## config.mk

```make
export PLATFORM = sky130hd
export DESIGN_NAME = ucs_loader
export DESIGN_NICKNAME = d
export VERILOG_FILES = /design/src/rtl/ucs_loader.sv
export SDC_FILE = /design/constraint.sdc
export NUM_CORES = 1
export LEC_CHECK = 0
export CORE_MARGIN = 3
export CORE_UTILIZATION = 45
export CTS_CLUSTER_SIZE = 24
export DETAILED_ROUTE_END_ITERATION = 8
export GPL_TIMING_DRIVEN = 0
export PLACE_DENSITY = 0.65
export SETUP_SLACK_MARGIN = 0.4
export SYNTH_ARGS = -nofsm -noshare
export SYNTH_HDL_FRONTEND = slang
export SYNTH_SLANG_ARGS = --single-unit
export TNS_END_PERCENT = 1
```

## constraint.sdc

```tcl
create_clock -name clk -period 5.5 [get_ports clk]
set_input_delay 0.55 -clock clk [delete_from_list [all_inputs] [get_ports clk]]
set_output_delay 0.55 -clock clk [all_outputs]
set_load 0.01 [all_outputs]
```

## src/rtl/ucs_loader.sv

```systemverilog
// Control-store loader: parses framed byte stream (A5, addr, count, words, XOR check),
// writes microwords into the control store and gates the micro-sequencer via cpu_hold.
module ucs_loader #(
    parameter int UW = 48,
    parameter int AW = 12
) (
    input  logic          clk,
    input  logic          rst,
    input  logic          s_valid,
    input  logic [7:0]    s_data,
    output logic          s_ready,
    output logic          cs_we,
    output logic [AW-1:0] cs_addr,
    output logic [UW-1:0] cs_wdata,
    output logic          cpu_hold,
    output logic          busy,
    output logic          done,
    output logic          err
);
    localparam int NB = UW / 8;
    localparam int BW = (NB > 1) ? $clog2(NB) : 1;

    typedef enum logic [3:0] {
        S_IDLE, S_ADDR0, S_ADDR1, S_CNT0, S_CNT1, S_DATA, S_CHK, S_DONE, S_ERR
    } state_t;

    state_t        state_q,    state_d;
    logic [7:0]    addr_h_q,   addr_h_d;
    logic [AW-1:0] addr_q,     addr_d;
    logic [7:0]    cnt_h_q,    cnt_h_d;
    logic [15:0]   wcnt_q,     wcnt_d;
    logic [BW-1:0] bcnt_q,     bcnt_d;
    logic [UW-1:0] word_q,     word_d;
    logic [7:0]    xor_q,      xor_d;
    logic          s_ready_q,  s_ready_d;
    logic          cs_we_q,    cs_we_d;
    logic [AW-1:0] cs_addr_q,  cs_addr_d;
    logic [UW-1:0] cs_wdata_q, cs_wdata_d;
    logic          cpu_hold_q, cpu_hold_d;
    logic          busy_q,     busy_d;
    logic          done_q,     done_d;
    logic          err_q,      err_d;

    logic        acc;
    logic [15:0] cnt16;
    logic [15:0] addr16;

    assign acc    = s_valid && s_ready_q;
    assign cnt16  = {cnt_h_q, s_data};
    assign addr16 = {addr_h_q, s_data};

    always_comb begin
        state_d    = state_q;
        addr_h_d   = addr_h_q;
        addr_d     = addr_q;
        cnt_h_d    = cnt_h_q;
        wcnt_d     = wcnt_q;
        bcnt_d     = bcnt_q;
        word_d     = word_q;
        xor_d      = xor_q;
        cs_we_d    = 1'b0;
        cs_addr_d  = cs_addr_q;
        cs_wdata_d = cs_wdata_q;
        cpu_hold_d = cpu_hold_q;
        busy_d     = busy_q;
        done_d     = 1'b0;
        err_d      = err_q;

        case (state_q)
            S_IDLE: begin
                if (acc && s_data == 8'hA5) begin
                    state_d    = S_ADDR0;
                    cpu_hold_d = 1'b1;
                    busy_d     = 1'b1;
                    xor_d      = 8'h00;
                end
            end
            S_ADDR0: begin
                if (acc) begin
                    addr_h_d = s_data;
                    xor_d    = xor_q ^ s_data;
                    state_d  = S_ADDR1;
                end
            end
            S_ADDR1: begin
                if (acc) begin
                    addr_d  = AW'(addr16);
                    xor_d   = xor_q ^ s_data;
                    state_d = S_CNT0;
                end
            end
            S_CNT0: begin
                if (acc) begin
                    cnt_h_d = s_data;
                    xor_d   = xor_q ^ s_data;
                    state_d = S_CNT1;
                end
            end
            S_CNT1: begin
                if (acc) begin
                    xor_d  = xor_q ^ s_data;
                    wcnt_d = cnt16;
                    bcnt_d = '0;
                    // A count larger than the store itself cannot be a sane image
                    if (cnt16 == 16'd0 || 64'(cnt16) > (64'd1 << AW)) begin
                        state_d = S_ERR;
                        err_d   = 1'b1;
                        busy_d  = 1'b0;
                    end else begin
                        state_d = S_DATA;
                    end
                end
            end
            S_DATA: begin
                if (acc) begin
                    xor_d  = xor_q ^ s_data;
                    word_d = (word_q << 8) | UW'(s_data);
                    if (bcnt_q == BW'(NB - 1)) begin
                        bcnt_d     = '0;
                        cs_we_d    = 1'b1;
                        cs_addr_d  = addr_q;
                        cs_wdata_d = word_d;
                        addr_d     = addr_q + 1'b1;
                        wcnt_d     = wcnt_q - 16'd1;
                        if (wcnt_q == 16'd1) state_d = S_CHK;
                    end else begin
                        bcnt_d = bcnt_q + 1'b1;
                    end
                end
            end
            S_CHK: begin
                if (acc) begin
                    busy_d = 1'b0;
                    if (s_data == xor_q) begin
                        state_d    = S_DONE;
                        done_d     = 1'b1;
                        err_d      = 1'b0;
                        cpu_hold_d = 1'b0;
                    end else begin
                        state_d = S_ERR;
                        err_d   = 1'b1;
                    end
                end
            end
            S_DONE:  state_d = S_IDLE;
            S_ERR:   state_d = S_IDLE;
            default: state_d = S_IDLE;
        endcase

        // The terminal states swallow one cycle so the source sees the frame boundary
        s_ready_d = !(state_d == S_DONE || state_d == S_ERR);
    end

    always_ff @(posedge clk or posedge rst) begin
        if (rst) begin
            state_q    <= S_IDLE;
            addr_h_q   <= '0;
            addr_q     <= '0;
            cnt_h_q    <= '0;
            wcnt_q     <= '0;
            bcnt_q     <= '0;
            word_q     <= '0;
            xor_q      <= '0;
            s_ready_q  <= 1'b1;
            cs_we_q    <= 1'b0;
            cs_addr_q  <= '0;
            cs_wdata_q <= '0;
            cpu_hold_q <= 1'b1;
            busy_q     <= 1'b0;
            done_q     <= 1'b0;
            err_q      <= 1'b0;
        end else begin
            state_q    <= state_d;
            addr_h_q   <= addr_h_d;
            addr_q     <= addr_d;
            cnt_h_q    <= cnt_h_d;
            wcnt_q     <= wcnt_d;
            bcnt_q     <= bcnt_d;
            word_q     <= word_d;
            xor_q      <= xor_d;
            s_ready_q  <= s_ready_d;
            cs_we_q    <= cs_we_d;
            cs_addr_q  <= cs_addr_d;
            cs_wdata_q <= cs_wdata_d;
            cpu_hold_q <= cpu_hold_d;
            busy_q     <= busy_d;
            done_q     <= done_d;
            err_q      <= err_d;
        end
    end

    assign s_ready  = s_ready_q;
    assign cs_we    = cs_we_q;
    assign cs_addr  = cs_addr_q;
    assign cs_wdata = cs_wdata_q;
    assign cpu_hold = cpu_hold_q;
    assign busy     = busy_q;
    assign done     = done_q;
    assign err      = err_q;

endmodule
```

==> results of run 1 <==
==> synth_stat cells, types with 3 or more instances <==
library cell  instances
and3_1                9
or3_1                 3
nor3_1                6
a211oi_1              3
xnor2_1               7
a221o_1               8
nor2b_1              12
nand3_1              14
clkbuf_1             14
nand2_1              26
nor3b_1              10
clkbuf_8              4
buf_2                14
o22ai_1               5
a32oi_1               4
dfrtp_1             159
a21oi_1              38
inv_1                 7
nor2_1               23
a22oi_1               3
mux2_2              113
nand4_1               9
ha_1                  3
a31oi_1               5
nor4_4                3
nand2b_1              5
o21ai_0              36
==> routing by layer <==
metal	vias to the layer above	GRT usage, %	part of all wire, %
met1	2563	26.79	45
met3	33	4.677	5.8
met2	172	31.65	47
met4	0	6.293	1.9
li1	2342	-	-
met5	-	0	0
==> critical path: stages <==
cell and delay, ns:
clkdlybuf4s50_1 0.68, nor4_4 0.49, nand3_2 0.13, xor2_1 0.18
a2111o_1 0.48, a22o_1 0.26
==> worst paths after layout <==
path / end / depth (start not counted)
hold reg to reg: cpu_hold$_DFFE_PP1P_ / 2
hold / removal: cnt_h_q[7]$_DFFE_PP0P_ / 2
min in group asynchronous: word_q[36]$_DFFE_PP0P_ / 2
setup / recovery: busy$_DFFE_PP0P_ / 6
setup reg to reg: wcnt_q[2]$_DFFE_PP0P_ / 8
max in group asynchronous: s_ready$_DFF_PP1_ / 3
==> per-stage QoR <==
step	power, mW	hold slack [ns]
3_5_place_dp	2.451	0.4815
6_report	3.576	0.4689
4_1_cts	3.589	0.4528
3_3_place_gp	2.405	0.4768
5_1_grt	3.778	0.4497
2_1_floorplan	2.214	0.4557
==> power breakdown <==
group	total, mW	switching, mW	leakage, nW	internal, mW
Combinational	0.825	0.452	1.56	0.374
Sequential	1.63	0.230	2.14	1.40
Clock	1.12	0.526	0.275	0.599
Total	3.58	1.21	3.97	2.37
==> flip-flops by register name, summed over array words and instances (netlist names) <==
| register | flops |
|---|---|
| state_q | 4 |
| addr_q | 12 |
| addr_h_q | 4 |
| cs_wdata | 48 |
| s_ready | 1 |
| word_q | 40 |
| bcnt_q | 3 |
| done | 1 |
| cnt_h_q | 8 |
| cs_addr | 12 |
| xor_q | 8 |
| busy | 1 |
| cpu_hold | 1 |
| err | 1 |
| wcnt_q | 16 |
| cs_we | 1 |
==> cell type report <==
| cell class | count | area [um^2] |
|---|---|---|
| clock buffers | 17 | 425.4 |
| flip-flops and latches | 161 | 4031 |
| inverters | 7 | 31.28 |
| clock inverters | 15 | 140.1 |
| fillers | 1309 | 6634 |
| plain buffers | 36 | 212.7 |
| repair buffers | 73 | 748.2 |
| multi-input cells | 383 | 2940 |
| well taps | 211 | 264.0 |
==> kinds of logic (layout without fill, tap and decap cells) <==
logic type      count (synthesis)  in the layout  synth area share [%]
mux                           114            114                 17.79
fa+ha+maj                       3              3                0.5206
xor+xnor                        8              8                0.9718
compound gates                115            115                 9.717
simple gates                  143            143                 11.78
buf+inv                        43            148                 3.314
flops                         161            161                 55.91
==> run metrics, run 1 <==
number of global-route vias before repair=5295; hold-fix buffer count after cts=0; Final period util=44.85%; diode count=0; DIE HEIGHT=132.6 um; grt ovf=0; Slew @ Worst Pin=0.8295 ns; worst min path class=in -> reg; routed wire length per instance=18.18 um; Buffers on Ports=72; Core ar.=0.01543 mm^2; Hold Startpoint=s_data[7]; IO Pins=77; CTS max path bufs=2; pre-CTS setup slack=2.606 ns; fin worst setup slack=3.033 ns; Synth area leaders=dfrtp_1, mux2_2, a21oi_1; cell taking the most area after synthesis=dfrtp_1; Post-Syn Area=0.007211 mm^2; worst reg2reg path startpoint=state_q[3]$_DFF_PP0_; Max VDD drop=0.3085 mV; count of final setup violators=0; H-Tree Depth=4; async set-reset flop share out of synthesis=100.0%; crit start category=primary input; Die Width=132.6 um; CP required=5.81 ns; Clock transition at path regs=0.07 ns; Layout area overhead=21.95%; Reg2Reg Setup Slack=3.29 ns; Clk Tree Root Cell=clkbuf_16; Seq/Total Area, Yosys=55.91%; largest net degree at the start of global routing=103; GRT Util Overall=19.76%; row cnt=45; clock sink count=161; setup TNS=0 ns; Most used DFF post-synth=dfrtp_1; RePlAce Congestion=0.8155; max-slew violations=0; RSZ-0062 raised after global routing=false; initial antenna violation count=0; non-filler cells, final=903; # DRC=0; Synth Area per Inst=12.28 um^2; Fmax=405.4 MHz; Via density=5.659; layout cell share with drive strength beyond 1=26.45%; Syn Nets=601; Initial Util=46.74%; CTS Buf Count=17; DRT Pass-1 Iters=5; Yosys reg bits=161; Worst-Skew Late Latency=0.43 ns; post-detail-place hpwl=11330 um; Die ar.=0.01758 mm^2; DRT antenna net count=0; number of synthesized flops with an enable pin=0; most common cell after layout, fill and taps aside=dfrtp_1; detailed-route via count=5110; Routed WL=16420 um; maxcap violations=0; final design utilization=57.00%; setup bufs post-CTS=0; Final Hold Viols=0; TritonCTS clock tree=built; Leakage=3.971 nW; Synth warnings=0; crit path max fanout=8; DP Area=0.008228 mm^2; Iter 0 DRT Violations=496; most frequent cells in the layout=dfrtp_1, mux2_2, clkdlybuf4s50_1; PD cells=406.7 mW/mm^2; top-area cell type share of the netlist area=55.18%; post_cts resized=0; unique cell type count in the Yosys netlist=59; Design Area, Final=0.008793 mm^2; Syn Inst Count=587; clock skew=0.007457 ns; crit path kind=in -> reg; Slew HR=44.50%; Critical path origin=s_data[1]; Nets=693; Crit. End Element=flip-flop; first-pass GRT wire length=27770 um; fin crit period=2.467 ns; run status=finished clean; dpl cells=871; data arrival time of the worst path=2.78 ns
Note: power is estimated with default switching activity, not from simulation.
==> run 2: changes to the inputs <==
- clock period: 5.5 -> 2.36 ns (I/O delays scaled with it)
==> run 2 against run 1 <==
Sequential cell count did not move; non-clock buffer count up 5; clock skew decreased by 0.0015 ns; clock power grew to 2.7 times the previous value; via count up 1.3%; sequential share of layout area fell by 1.0 points; critical path depth is 2 lower; utilization up 1.3 points; wire length grew 2.4%; first-iteration DRC count decreased by 31%; total power increased by 140%; die area stayed put; critical endpoint is now word_q[31]$_DFFE_PP0P_.
==> run metrics, run 2 (synthesis gave the netlist of run 1 again) <==
run status=finished clean; PD cells=971.6 mW/mm^2; IO Pins=77; CP Capture Point=word_q[31]$_DFFE_PP0P_; DRT antenna net count=0; Crit. End Element=flip-flop; CTS max path bufs=2; fin worst setup slack=0.3661 ns; Fillers=1287; pre-CTS setup slack=-0.2317 ns; Die Width=132.6 um; routed wire length per instance=18.52 um; Sw Ratio=31.15%; crit path kind=reg -> reg; number of global-route vias before repair=5342; Iter 0 DRT Violations=343; DRT Pass-1 Iters=5; crit path max fanout=9; non-filler cells, final=908; most frequent cells in the layout=dfrtp_1, mux2_2, clkdlybuf4s50_1; initial antenna violation count=0; Largest register FFs=48; Nets=698; diode count=0; clock sink count=161; Switch Pwr=2.723 mW; Layout area overhead=24.74%; Via density=5.698; fin crit period=1.994 ns; Worst-Skew Late Latency=0.42 ns; CP required=2.66 ns; TritonCTS clock tree=built; grt ovf=0; CTS Buf Count=17; largest net degree at the start of global routing=42; Final Hold Viols=0; Buffers on Ports=72; Initial Util=46.74%; maxcap violations=0; Fmax=501.5 MHz; Clock power frac=34.1%; Die ar.=0.01758 mm^2; RePlAce Congestion=0.8641; Clock transition at path regs=0.06 ns; dpl cells=874; post-detail-place hpwl=11620 um; RSZ-0062 raised after global routing=true; sequential cell fraction of total power=43.4%; most common cell after layout, fill and taps aside=dfrtp_1; combinational group share of total power=22.5%; FF-to-FF End=word_q[31]$_DFFE_PP0P_; detailed-route via count=5174; Reg2Reg Setup Slack=0.37 ns; Max VDD drop=0.8410 mV; count of final setup violators=0; worst reg2reg path startpoint=state_q[3]$_DFF_PP0_; H-Tree Depth=4; Final period util=84.49%; Clk Tree Root Cell=clkbuf_16; Core ar.=0.01543 mm^2; DIE HEIGHT=132.6 um; hold-fix buffer count after cts=0; Critical path origin=state_q[3]$_DFF_PP0_; # DRC=0; Slew HR=42.43%; P_int=6.016 mW; GRT Util Overall=19.89%; first-pass GRT wire length=27890 um; worst min path class=in -> reg; data arrival time of the worst path=2.30 ns; Leakage=4.063 nW; Routed WL=16810 um; reg2reg path depth=4; row cnt=45; max-slew violations=0; layout cell share with drive strength beyond 1=28.55%; clock skew=0.005923 ns; crit start category=flip-flop; Slew @ Worst Pin=0.8603 ns
## run 2: cell types whose count changed in the layout (fill, tap and decap cells not counted), sizes merged
cell           previous run  this run
clkbuf                   36        46
clkinv                    3         4
dlymetal6s2s              0         1
clkinvlp                  2         3
dlygate4sd2               0         1
buf                      18        16
clkdlybuf4s50            72        70
inv                      17         8
bufinv                    0         4
## run 2: what timing repair did
| item | CTS | global route |
|---|---|---|
| setup buffers | 1 | 1 |
| setup endpoints to repair | 137 | 152 |
| pin swaps | 1 | 1 |
| resized for setup | 2 | 26 |
## run 2: cell type report
| type | count | area (um^2) | share of cell area, % |
|---|---|---|---|
| Timing Repair Buffer | 78 | 817.0 | 9.083 |
| Sequential cell | 161 | 4031 | 44.82 |
| Inverter | 7 | 30.03 | 0.3338 |
| Buffer | 36 | 239.0 | 2.657 |
| Multi-Input combinational cell | 383 | 2968 | 32.99 |
| Clock buffer | 20 | 466.7 | 5.188 |
| Tap cell | 211 | 264.0 | 2.935 |
| Clock inverter | 12 | 178.9 | 1.989 |
## run 2: routing by layer
metal	vias up	global-route usage (%)	part of all wire, %
met1	2618	26.57	43
met2	176	31.48	48
met4	0	6.986	2.0
li1	2347	-	-
met5	-	0	0
met3	33	5.399	7.0
## run 2: metrics by stage
stage	total power [mW]	area, um^2	TNS [ns]	util [%]	hold slack, ns
finish	8.739	8995	0	58.30	0.1582
global placement	5.610	8199	-196.48	53.15	0.4777
CTS	8.729	8934	0	57.91	0.1465
floorplan	5.162	7214	0	-	0.3865
global route	9.219	8995	0	58.30	0.1522
detailed placement	5.718	8279	-2.537	53.67	0.4806
## run 2: critical path, cell delays in order (launching register included)
cell and delay (ns):
dfrtp_1 0.37, clkbuf_8 0.16, nand2b_1 0.23, nor2_1 0.70, mux2_2 0.41
## run 2: how the worst min path moves through the flow
| stage | depth (start not counted) | to | startpoint | slack, ns |
|---|---|---|---|---|
| global route | 2 | cs_wdata[7]$_DFFE_PP0P_ | s_data[7] | 0.15 |
| floorplan | 1 | addr_h_q[1]$_DFFE_PP0P_ | s_data[1] | 0.39 |
| finish | 2 | word_q[7]$_DFFE_PP0P_ | s_data[7] | 0.16 |
| detailed placement | 1 | wcnt_q[11]$_DFFE_PP0P_ | wcnt_q[11]$_DFFE_PP0P_ | 0.48 |
| global placement | 1 | wcnt_q[11]$_DFFE_PP0P_ | wcnt_q[11]$_DFFE_PP0P_ | 0.48 |
| CTS | 2 | word_q[7]$_DFFE_PP0P_ | s_data[7] | 0.15 |
## run 2: power groups by stage
stage	Combinational, mW	Clock, mW	Sequential [mW]
3_5_place_dp	1.91	0	3.81
3_3_place_gp	1.83	0	3.78
5_1_grt	2.20	3.15	3.87
4_1_cts	1.93	3.03	3.77
6_report	1.97	2.98	3.79
2_1_floorplan	1.51	0	3.66
==> run 3: changes to the inputs <==
- clock period: 2.36 -> 1.98 ns (I/O delays scaled with it)
==> run 3 against run 2 <==
Worst setup slack worse by 0.24 ns; global-route usage up 0.41 points; sequential power rose by 20%; worst hold slack worse by 0.037 ns; register-to-register slack got worse by 0.24 ns; sequential share of layout area shrank 2.6 points; clock skew is essentially flat; non-clock buffer count grew 15; critical path depth up 2; clock power increased by 20%; via count rose by 2.2%; first-iteration DRC count increased by 1.7%.
==> run metrics, run 3 (synthesis gave the netlist of run 1 again) <==
run status=finished clean; CTS Buf Count=17; row cnt=45; Final Hold Viols=0; Nets=713; Fmax=540.2 MHz; Clock transition at path regs=0.06 ns; CP cell instances=nand4b_1 > nor3b_4 > buf_6 > clkbuf_16 > clkbuf_16 > mux2_2; CP max stage delay=0.55 ns; Fillers=1217; crit-path leading delay family=flip-flops; clock skew=0.006301 ns; CTS max path bufs=2; largest net degree at the start of global routing=42; Crit. End Element=flip-flop; DRT antenna net count=0; Clk Tree Root Cell=clkbuf_16; RSZ-0062 raised after global routing=true; Crit path top cell by count=clkbuf_16; Iter 0 DRT Violations=349; Slew @ Worst Pin=0.5480 ns; Via density=5.728; Final period util=93.50%; PD cells=1121 mW/mm^2; data arrival time of the worst path=2.16 ns; Largest register FFs=48; grt ovf=0; reg2reg path depth=6; routed wire length per instance=19.56 um; Hold Startpoint=s_data[7]; initial antenna violation count=0; worst min path class=in -> reg; detailed-route via count=5287; most common cell after layout, fill and taps aside=dfrtp_1; Worst-Skew Late Latency=0.43 ns; clock sink count=161; max-slew violations=0; hold-fix buffer count after cts=0; Hold Path Sink=word_q[7]$_DFFE_PP0P_; crit path max fanout=5; Design Area, Final=0.009550 mm^2; Die ar.=0.01758 mm^2; DIE HEIGHT=132.6 um; count of final setup violators=0; diode count=0; first-pass GRT wire length=28500 um; layout cell share with drive strength beyond 1=33.29%; FF-to-FF End=cs_wdata[10]$_DFFE_PP0P_; IO Pins=77; Max VDD drop=1.021 mV; maxcap violations=0; DP Area=0.008279 mm^2; crit path kind=reg -> reg; WHS Path Cells=2; number of global-route vias before repair=5409; slowest CP cell=dfstp_2; Bufs and invs on worst path=3; Initial Util=46.74%; Die Width=132.6 um; Buffers on Ports=72; fin crit period=1.851 ns; CP required=2.29 ns; Leakage=4.272 nW; # DRC=0; worst reg2reg path startpoint=s_ready$_DFF_PP1_; most frequent cells in the layout=dfrtp_1, mux2_2, clkdlybuf4s50_1; Core ar.=0.01543 mm^2; Slew HR=63.47%; TritonCTS clock tree=built; Routed WL=18050 um; H-Tree Depth=4; RePlAce Congestion=0.8641; post-detail-place hpwl=11620 um; DRT Pass-1 Iters=5; crit start category=flip-flop; pre-CTS setup slack=-0.5737 ns; Reg2Reg Setup Slack=0.13 ns; GRT Util Overall=20.30%; fin worst setup slack=0.1287 ns; Layout area overhead=32.45%
==> run 3: changes by cell type in the layout (fill, tap and decap cells not counted), sizes merged <==
cell and change:
buf +14, clkbuf +1, dlymetal6s2s -1, dlygate4sd2 +1
==> run 3: through the flow <==
stage	util (%)	hold WS (ns)	power [mW]	TNS, ns	cells
floorplan	-	0.3485	6.152	-41.21	587
global placement	53.15	0.4777	6.687	-280.27	870
detailed placement	53.67	0.4806	6.816	-37.14	874
CTS	59.07	0.1085	10.54	0	912
global route	61.91	0.1141	11.26	0	923
finish	61.91	0.1215	10.71	0	923
==> run 3: worst max path at each step <==
stage          depth (start not counted)                       end                 start  slack, ns
3_3_place_gp                           2      xor_q[3]$_DFFE_PP0P_                   rst      -1.57
6_report                               6  cs_wdata[10]$_DFFE_PP0P_     s_ready$_DFF_PP1_       0.13
3_5_place_dp                           6          busy$_DFFE_PP0P_             s_data[1]      -0.57
5_1_grt                                6     wcnt_q[3]$_DFFE_PP0P_  state_q[3]$_DFF_PP0_       0.06
2_1_floorplan                          1   addr_h_q[0]$_DFFE_PP0P_                   rst      -0.26
4_1_cts                                5    cs_addr[8]$_DFFE_PP0P_     s_ready$_DFF_PP1_       0.11
==> run 3: layer usage <==
layer,up-vias,GRT usage [%],part of all wire (%)
met2,177,32.59,48
met4,0,6.524,1.7
met3,27,5.627,6.2
met1,2701,26.90,44
met5,-,0,0
li1,2382,-,-
==> run 3: layout make-up <==
type / count / area [um^2] / share of cell area [%]
clock buffer: 20 / 466.7 / 4.887
clock inverter: 12 / 178.9 / 1.873
tap: 211 / 264.0 / 2.764
buffer: 36 / 342.8 / 3.590
multi-input combinational: 383 / 3167 / 33.16
timing repair buffer: 93 / 1067 / 11.18
sequential: 161 / 4034 / 42.24
inverter: 7 / 30.03 / 0.3144
==> run 3: timing repair <==
| item | in CTS | in global routing |
|---|---|---|
| setup buffers | 5 | 4 |
| pin swaps | 5 | 5 |
| setup endpoints to repair | 167 | 200 |
| resized for setup | 50 | 69 |
| cloned | 1 | 7 |
==> run 3: worst reg2reg max path, delay by kind of cell, from the launching register on <==
family / cells / cell delay (ns)
mux: 1 / 0.32
buf+inv: 3 / 0.44
simple gates: 2 / 0.42
flops: 1 / 0.55
==> run 3: report_power, final <==
part	total, mW	leakage [nW]	internal (mW)	switching [mW]
Clock	3.58	0.314	2.22	1.36
Combinational	2.57	1.82	1.21	1.36
Sequential	4.56	2.13	3.88	0.678
Total	10.7	4.27	7.31	3.40
